**config.mk**
```make
export PLATFORM = sky130hd
export DESIGN_NAME = muldiv_unit
export DESIGN_NICKNAME = d
export VERILOG_FILES = /design/src/rtl/muldiv_unit.sv
export SDC_FILE = /design/constraint.sdc
export NUM_CORES = 1
export LEC_CHECK = 0
export CAP_MARGIN = 20
export CORE_MARGIN = 2
export CORE_UTILIZATION = 30
export DETAILED_ROUTE_END_ITERATION = 8
export PLACE_DENSITY_LB_ADDON = 0.3
export SLEW_MARGIN = 20
export SYNTH_ARGS = -nofsm -noshare
export SYNTH_HDL_FRONTEND = slang
export SYNTH_SLANG_ARGS = --single-unit
export TNS_END_PERCENT = 30
```
**constraint.sdc**
```tcl
create_clock -name CLK -period 5.8 [get_ports CLK]
set_clock_uncertainty 0.1 [all_clocks]
set_input_delay 1.16 -clock CLK [delete_from_list [all_inputs] [get_ports CLK]]
set_output_delay 1.16 -clock CLK [all_outputs]
set_load 0.01 [all_outputs]
```
**src/rtl/muldiv_unit.sv**
```systemverilog
// muldiv_unit: iterative RISC-V M-extension multiply/divide unit.
// Each accepted request takes a fixed 33 clocks from the Start edge to Done:
// one setup cycle followed by 32 one-bit iterations.
// Optional feature macro: MULDIV_DIV_EN. When defined, the restoring divider
// is built and all eight ops are supported. When undefined, divide ops keep
// the same latency, return 0 and raise Illegal alongside Done.
module muldiv_unit #(
    parameter int REG_WIDTH          = 32,
    parameter int ADDRESS_PORT_WIDTH = 5
) (
    input  logic                          CLK,
    input  logic                          Reset,
    input  logic                          Start,
    input  logic [2:0]                    Funct3,
    input  logic [REG_WIDTH-1:0]          Operand1,
    input  logic [REG_WIDTH-1:0]          Operand2,
    input  logic [ADDRESS_PORT_WIDTH-1:0] RdIn,
    output logic                          Busy,
    output logic                          Done,
    output logic [REG_WIDTH-1:0]          Result,
    output logic [ADDRESS_PORT_WIDTH-1:0] RdOut,
    output logic                          Illegal
);

    localparam int W     = REG_WIDTH;
    localparam int CNT_W = $clog2(REG_WIDTH + 2);
    localparam logic [CNT_W-1:0] LAST_STEP = CNT_W'(REG_WIDTH);

    typedef enum logic [1:0] {IDLE, BUSY, DONE} stateT;

    stateT                         state;
    stateT                         nextState;
    logic [W-1:0]                  op1Reg;
    logic [W-1:0]                  op2Reg;
    logic [2:0]                    funct3Reg;
    logic [ADDRESS_PORT_WIDTH-1:0] rdReg;
    logic [CNT_W-1:0]              stepCount;

    logic [2*W-1:0] mulAcc;
    logic [2*W-1:0] mulCand;
    logic [2*W-1:0] mulAddend;
    logic [W-1:0]   mulPlier;
    logic [W-1:0]   mulResult;
    logic           op1Signed;
    logic           op2Signed;

    // Operand signedness: MUL/MULH signed x signed, MULHSU signed x unsigned,
    // MULHU unsigned x unsigned.
    assign op1Signed = (funct3Reg[1:0] != 2'b11);
    assign op2Signed = ~funct3Reg[1];
    assign mulResult = (funct3Reg[1:0] == 2'b00) ? mulAcc[W-1:0] : mulAcc[2*W-1:W];

    // Partial product for this iteration; a signed multiplier's top bit carries negative weight
    always_comb begin
        mulAddend = '0;
        if (mulPlier[0]) begin
            mulAddend = (stepCount == LAST_STEP && op2Signed) ? -mulCand : mulCand;
        end
    end

    // State register
    always_ff @(posedge CLK) begin
        if (Reset) state <= IDLE;
        else       state <= nextState;
    end

    // Next-state logic: Start only matters in IDLE, BUSY ends after the last iteration
    always_comb begin
        nextState = state;
        case (state)
            IDLE:    if (Start) nextState = BUSY;
            BUSY:    if (stepCount == LAST_STEP) nextState = DONE;
            DONE:    nextState = IDLE;
            default: nextState = IDLE;
        endcase
    end

    // Request capture and iteration counter
    always_ff @(posedge CLK) begin
        if (Reset) begin
            op1Reg    <= '0;
            op2Reg    <= '0;
            funct3Reg <= '0;
            rdReg     <= '0;
            stepCount <= '0;
        end else if (state == IDLE && Start) begin
            op1Reg    <= Operand1;
            op2Reg    <= Operand2;
            funct3Reg <= Funct3;
            rdReg     <= RdIn;
            stepCount <= '0;
        end else if (state == BUSY) begin
            stepCount <= stepCount + 1'b1;
        end
    end

    // Shift-add multiplier: setup on step 0, then one multiplier bit per cycle
    always_ff @(posedge CLK) begin
        if (Reset) begin
            mulAcc   <= '0;
            mulCand  <= '0;
            mulPlier <= '0;
        end else if (state == BUSY) begin
            if (stepCount == '0) begin
                mulAcc   <= '0;
                mulCand  <= op1Signed ? {{W{op1Reg[W-1]}}, op1Reg} : {{W{1'b0}}, op1Reg};
                mulPlier <= op2Reg;
            end else begin
                mulAcc   <= mulAcc + mulAddend;
                mulCand  <= mulCand << 1;
                mulPlier <= mulPlier >> 1;
            end
        end
    end

`ifdef MULDIV_DIV_EN
    logic         divSigned;
    logic         dividendNeg;
    logic         quotientNeg;
    logic [W-1:0] dividendMag;
    logic [W-1:0] divisorMag;
    logic [W-1:0] divRem;
    logic [W-1:0] divQuo;
    logic [W-1:0] divSor;
    logic [W-1:0] quotientFixed;
    logic [W-1:0] remainderFixed;
    logic [W-1:0] divResult;
    logic [W:0]   divShifted;
    logic [W:0]   divDiff;

    assign divSigned      = ~funct3Reg[0];
    assign dividendNeg    = divSigned & op1Reg[W-1];
    assign quotientNeg    = divSigned & (op1Reg[W-1] ^ op2Reg[W-1]);
    assign dividendMag    = dividendNeg ? -op1Reg : op1Reg;
    assign divisorMag     = (divSigned & op2Reg[W-1]) ? -op2Reg : op2Reg;
    assign divShifted     = {divRem, divQuo[W-1]};
    assign divDiff        = divShifted - {1'b0, divSor};
    assign quotientFixed  = quotientNeg ? -divQuo : divQuo;
    assign remainderFixed = dividendNeg ? -divRem : divRem;

    // Sign fix-up and divide-by-zero override; overflow falls out of the magnitude path
    always_comb begin
        if (op2Reg == '0) divResult = funct3Reg[1] ? op1Reg : '1;
        else              divResult = funct3Reg[1] ? remainderFixed : quotientFixed;
    end

    // Restoring divider on magnitudes: setup on step 0, then one quotient bit per cycle
    always_ff @(posedge CLK) begin
        if (Reset) begin
            divRem <= '0;
            divQuo <= '0;
            divSor <= '0;
        end else if (state == BUSY) begin
            if (stepCount == '0) begin
                divRem <= '0;
                divQuo <= dividendMag;
                divSor <= divisorMag;
            end else begin
                divRem <= divDiff[W] ? divShifted[W-1:0] : divDiff[W-1:0];
                divQuo <= {divQuo[W-2:0], ~divDiff[W]};
            end
        end
    end
`endif

    // Outputs: status from state, result fields only visible during DONE
    always_comb begin
        Busy    = (state == BUSY);
        Done    = (state == DONE);
        Result  = '0;
        RdOut   = '0;
        Illegal = 1'b0;
        if (state == DONE) begin
            RdOut = rdReg;
`ifdef MULDIV_DIV_EN
            Result = funct3Reg[2] ? divResult : mulResult;
`else
            if (funct3Reg[2]) Illegal = 1'b1;
            else              Result  = mulResult;
`endif
        end
    end

endmodule

```
* Yosys cells after proc, flatten, opt, wreduce, memory -nomap -nowiden *
Cells that the tools add are included.

operators by class
  add/sub/neg operators = 3
  equality and inequality tests = 6
  mux-type cells = 15
  bitwise gates (word level) = 1
  reduce and logical (&&, ||, !) cells = 7

operators with widths
  kind                   count
  $mux W64               5
  $mux W32               4
  $add A64 B64 Y64       1
  $neg A64 Y64           1
  $add A6 B1 Y6 const B  1
  $eq A6 B6 Y1 const B   1
  $logic_not A6 Y1       1
  $mux W5                1
  $logic_not A2 Y1       2
  $mux W2                2
  $ne A2 B2 Y1 const B   2
  $pmux W2 S2            1
  $eq A2 B1 Y1 const B   1
  $eq A2 B2 Y1 const B   1
  $logic_and A1 B1 Y1    2
  $mux W1                2
  $ne A2 B1 Y1 const B   1
  $reduce_and A2 Y1      1
  $reduce_or A2 Y1       1
  $not A1 Y1             1

storage, ports and cells
  register bits = 240
  input port bits = 75
  output and inout port bits = 40

* Logic depth before layout (Yosys ltp) *
  word-level depth = 6
  depth in mapped cells = 24
  mapped depth without buffers = 22

* Least setup slack after synthesis *
Ideal clock, no wire load.

  path type = reg2reg
  from = register mulCand[2]
  to = register mulAcc[52]
  library setup time = 127 ps
  arrival = 4,341 ps
  path slack = 1,233 ps
  cell stages (with the launch flop) = 22
  buffers on the path = 1
  cells stage by stage = dfxtp_1 > buf_6 > nor4_4 > nor4b_2 > nand2_1 > or2_4 > or3_1 > o31ai_1 > xnor2_1 > and2_1 > ha_1 > a21oi_1 > o21bai_1 > nand4_1 > nand3_1 > a21oi_1 > o31a_1 > o41ai_2 > a221oi_1 > o21ai_1 > xnor2_1 > o21ai_1

on the way
  word-level cells in the longest chain between the ends = 5

RTL lines
  what                    RTL line  source
  from (decl)             40        logic [2*W-1:0] mulCand;
  from (signal assigned)  106       mulCand <= op1Signed ? {{W{op1Reg[W-1]}}, op1Reg} : {{W{1'b0}}, op1Reg};
  from (signal assigned)  110       mulCand <= mulCand << 1;
  $neg A64 Y64            57        mulAddend = (stepCount == LAST_STEP && op2Signed) ? -mulCand : mulCand;
  $mux W64 (*)            57
  $mux W64 (*)            56        if (mulPlier[0]) begin
  $add A64 B64 Y64 (*)    109       mulAcc <= mulAcc + mulAddend;
  $mux W64 (*)            104       if (stepCount == '0) begin
  to (signal assigned)    109
  to (decl)               39        logic [2*W-1:0] mulAcc;

Every way passes the cells marked *; elsewhere a longest branch is shown, timed or not.
A chain may end at the register's enable or synchronous reset.

* Final worst setup path *
  from = register mulCand[14]
  to = register mulAcc[52]

The elaborated chain is that of the path after synthesis.

==> key figures <==
Synthesis
  • Syn nets: 1956
  • Flops & latches, synth: 240
  • Cell Area, Synth: 0.01444 sq mm
  • Sequential fraction of the synthesis area: 33.28%
  • Syn avg cell area: 7.959 sq um
  • Number of synthesized flops with an enable pin: 0
  • Synth Warn #: 0
  • Synth Instances: 1814
  • Async SR Flop Fraction: 0%
  • Commonest register cell after synthesis: dfxtp_1
  • Post-synth cell types: 76

Clock tree
  • Clock Latency Late Sink: 0.58 ns
  • H-tree Lvls: 1
  • TritonCTS clock tree: done
  • TritonCTS Buffers: 29
  • CTS sink cnt: 240
  • Max Root-Sink Buffers: 3
  • Clk slew on worst S/H paths: 0.06 ns
  • Clock root buffer: clkbuf_16

Setup path
  • Slowest library cell on the worst path: or4_4
  • R2R setup slack: 0.29 ns
  • Crit-path leading delay family: simple AND/OR/NAND/NOR gates
  • Crit path DAT: 5.85 ns
  • Maximum fanout along the worst path: 7
  • CP max stage delay: 0.60 ns
  • Setup crit start kind: flop
  • Crit path required time: 6.13 ns
  • Worst path cell trace: or4_4 > nor4_4 > nand3b_1 > or2_4 > or3_1 > o31ai_1 > xnor2_1 > and2_1 > ha_1 > a21oi_1 > o21bai_1 > nand4_1 > nand3_1 > a21oi_1 > o31a_1 > o41ai_2 > a221oi_1 > o21ai_1 > xnor2_1 > o21ai_1
  • Worst Path Buf+Inv: 0
  • Crit end category: flop
  • Critical path class: flop to flop

Floorplan
  • Die area: 0.04990 sq mm
  • CORE AREA: 0.04765 sq mm
  • IO Pins: 115
  • Die width: 223.4 um
  • Row count: 80
  • Chip height: 223.4 um
  • Initial Util: 30.30%

Flow run
  • Max Cap Viol: 0

Routing
  • Aggregate routed wire length: 44700 um
  • Via count: 13320
  • Initial drt markers: 876
  • 1st-pass router iterations: 5
  • Antenna viol nets, final: 0
  • WL/cell: 17.99 um
  • DRC violations left: 0
  • Avg Vias per Cell: 5.358

Finish
  • Synth-to-Final Area Change: 17.70%
  • Commonest non-fill, non-tap cell in the layout: nand2_1
  • Non-filler cells, final: 2485
  • Layout cells sized above 1: 5.989%
  • N_diodes: 0
  • # nets final: 1996
  • Most frequent cells in the layout: nand2_1, dfxtp_1, a21oi_1
  • Post-layout util: 35.66%

Global route
  • Wire length of the first global-routing pass: 71350 um
  • Global Route met2 Usage: 27.58%
  • GRT Residual Overflow: 0
  • Tot GR Track Use: 17.67%
  • Global routing's busiest layer: met2
  • Antenna violations before repair: 1
  • Largest net degree at the start of global routing: 104
  • Vias in the first global route: 12680
  • Met3 usage: 2.937%
  • M1 GR Usage: 25.45%

STA
  • Setup TNS: 0 ns
  • Hold slack: 0.3541 ns
  • RSZ-0062 raised after global routing: no
  • Max Slew Vio Count: 0
  • Endpoints failing setup: 0
  • Hold Fails Final Rpt: 0
  • Fin crit share: 95.02%
  • Fmax: 0.1815 GHz
  • Slew margin rel.: 32.70%
  • Tightest Pin Transition: 1.000 ns
  • Fin crit period: 5.511 ns

Place
  • DP Cell Count: 2437
  • Post-DP HPWL: 32840 um
  • Port Buf Inserts: 114
  • Final GP Congestion: 0.9219

Power
  • Leak Pwr: 6.702 nW
  • Maximum vdd ir drop: 0.0002395 V
  • PwrDens: 246.1 mW/mm^2

Status
  • Outcome: completed

Hold path
  • Hold WC Path Type: flop to flop
==> final cells by class <==
class / instances / area [sq um]
Clock buffer: 36 / 772.0
Tap cell: 615 / 769.5
Inverter: 17 / 66.31
Clock inverter: 11 / 150.1
Fill cell: 4972 / 30650
Timing Repair Buffer: 134 / 1292
Sequential cell: 240 / 4805
Multi-Input combinational cell: 1432 / 9138
==> Yosys cell counts, types with 4 or more instances <==
library cell | count | area share, %
o21bai_1 | 12 | 0.62
nand3b_1 | 4 | 0.21
a311oi_1 | 62 | 3.8
a21oi_1 | 150 | 5.2
a211oi_1 | 8 | 0.42
nor3_1 | 12 | 0.42
nor2_1 | 132 | 3.4
mux2i_1 | 4 | 0.28
o41ai_2 | 4 | 0.45
o21ai_0 | 88 | 3.1
clkbuf_1 | 115 | 3.0
a31oi_1 | 17 | 0.74
xnor2_1 | 71 | 4.3
o21ai_1 | 27 | 0.94
a22o_1 | 74 | 4.5
o31ai_1 | 13 | 0.68
or2_2 | 4 | 0.17
ha_1 | 66 | 5.7
a21o_1 | 51 | 2.7
dfxtp_1 | 240 | 33
and4_1 | 4 | 0.24
nor3b_1 | 5 | 0.26
nand4_1 | 15 | 0.65
nand2b_1 | 14 | 0.61
and2_1 | 65 | 2.8
nand2_1 | 290 | 7.5
nor4_2 | 4 | 0.35
and3_1 | 47 | 2.0
nor4_1 | 6 | 0.26
a21boi_0 | 7 | 0.36
inv_1 | 15 | 0.39
a22oi_1 | 28 | 1.5
nand3_1 | 21 | 0.73
nor2b_1 | 7 | 0.30
xor2_1 | 44 | 2.7
o41ai_1 | 6 | 0.36
buf_1 | 9 | 0.23
or3_1 | 15 | 0.65
==> flip-flops by register name (all words and copies together), names as in the netlist <==
register   count
mulCand       64
funct3Reg      3
stepCount      6
rdReg          5
mulAcc        64
mulPlier      32
op2Reg        32
op1Reg        32
state          2
==> worst register-to-register path, stage by stage, from the launching register on <==
cell	delay, ns
dfxtp_1	0.38
or4_4	0.60
nor4_4	0.22
nand3b_1	0.21
or2_4	0.33
or3_1	0.33
o31ai_1	0.27
xnor2_1	0.17
and2_1	0.20
ha_1	0.37
a21oi_1	0.39
o21bai_1	0.17
nand4_1	0.12
nand3_1	0.08
a21oi_1	0.19
o31a_1	0.17
o41ai_2	0.11
a221oi_1	0.55
o21ai_1	0.15
xnor2_1	0.18
o21ai_1	0.07
==> cells by family (layout without fill, tap and decap cells) <==
logic type | Yosys count | after routing | synth area share [%]
muxes | 4 | 4 | 0.2773
and+or+nand+nor | 667 | 667 | 22.61
buffers and inverters | 142 | 198 | 3.744
xor gates and xnor gates | 115 | 115 | 6.976
AOI/OAI and AO/OA | 579 | 579 | 27.26
adders and majority gates | 67 | 67 | 5.858
DFF | 240 | 240 | 33.28
==> timing repair <==
action / 4_1_cts / 5_1_grt
endpoints found under the setup margin: 0 / 2
hold buffers: 0 / 0
setup buffers: 0 / 0
gates resized for setup: 0 / 1
==> routing by layer <==
metal	wire length (um)	vias to the layer above
li1	-	6649
met1	21970	6263
met2	19180	341
met3	2642	60
met4	907	2
met5	11	-
==> through the flow <==
step,worst slack (ns),area [sq um],total power [W]
after floorplan,1.233,14440,0.002230
after global placement,0.3898,16050,0.002410
after detailed placement,0.3841,16060,0.002423
after CTS,0.3735,16980,0.004236
after global routing,0.02875,16990,0.004371
final,0.2891,16990,0.004181
==> where the power goes <==
part	leakage [nW]	internal (W)	switching (W)
logic	4.29	0.000211	0.000336
registers	1.96	0.00174	0.0000961
clock network	0.450	0.00107	0.000726
==> final timing paths <==
| path | start | to | cells past startpoint |
|---|---|---|---|
| max | mulCand[14] | mulAcc[52] | 20 |
| min | mulPlier[31] | mulPlier[31] | 2 |
| max reg2reg | mulCand[14] | mulAcc[52] | 20 |
| min reg2reg | mulPlier[31] | mulPlier[31] | 2 |
No activity file was read; power rests on OpenSTA's default activity.
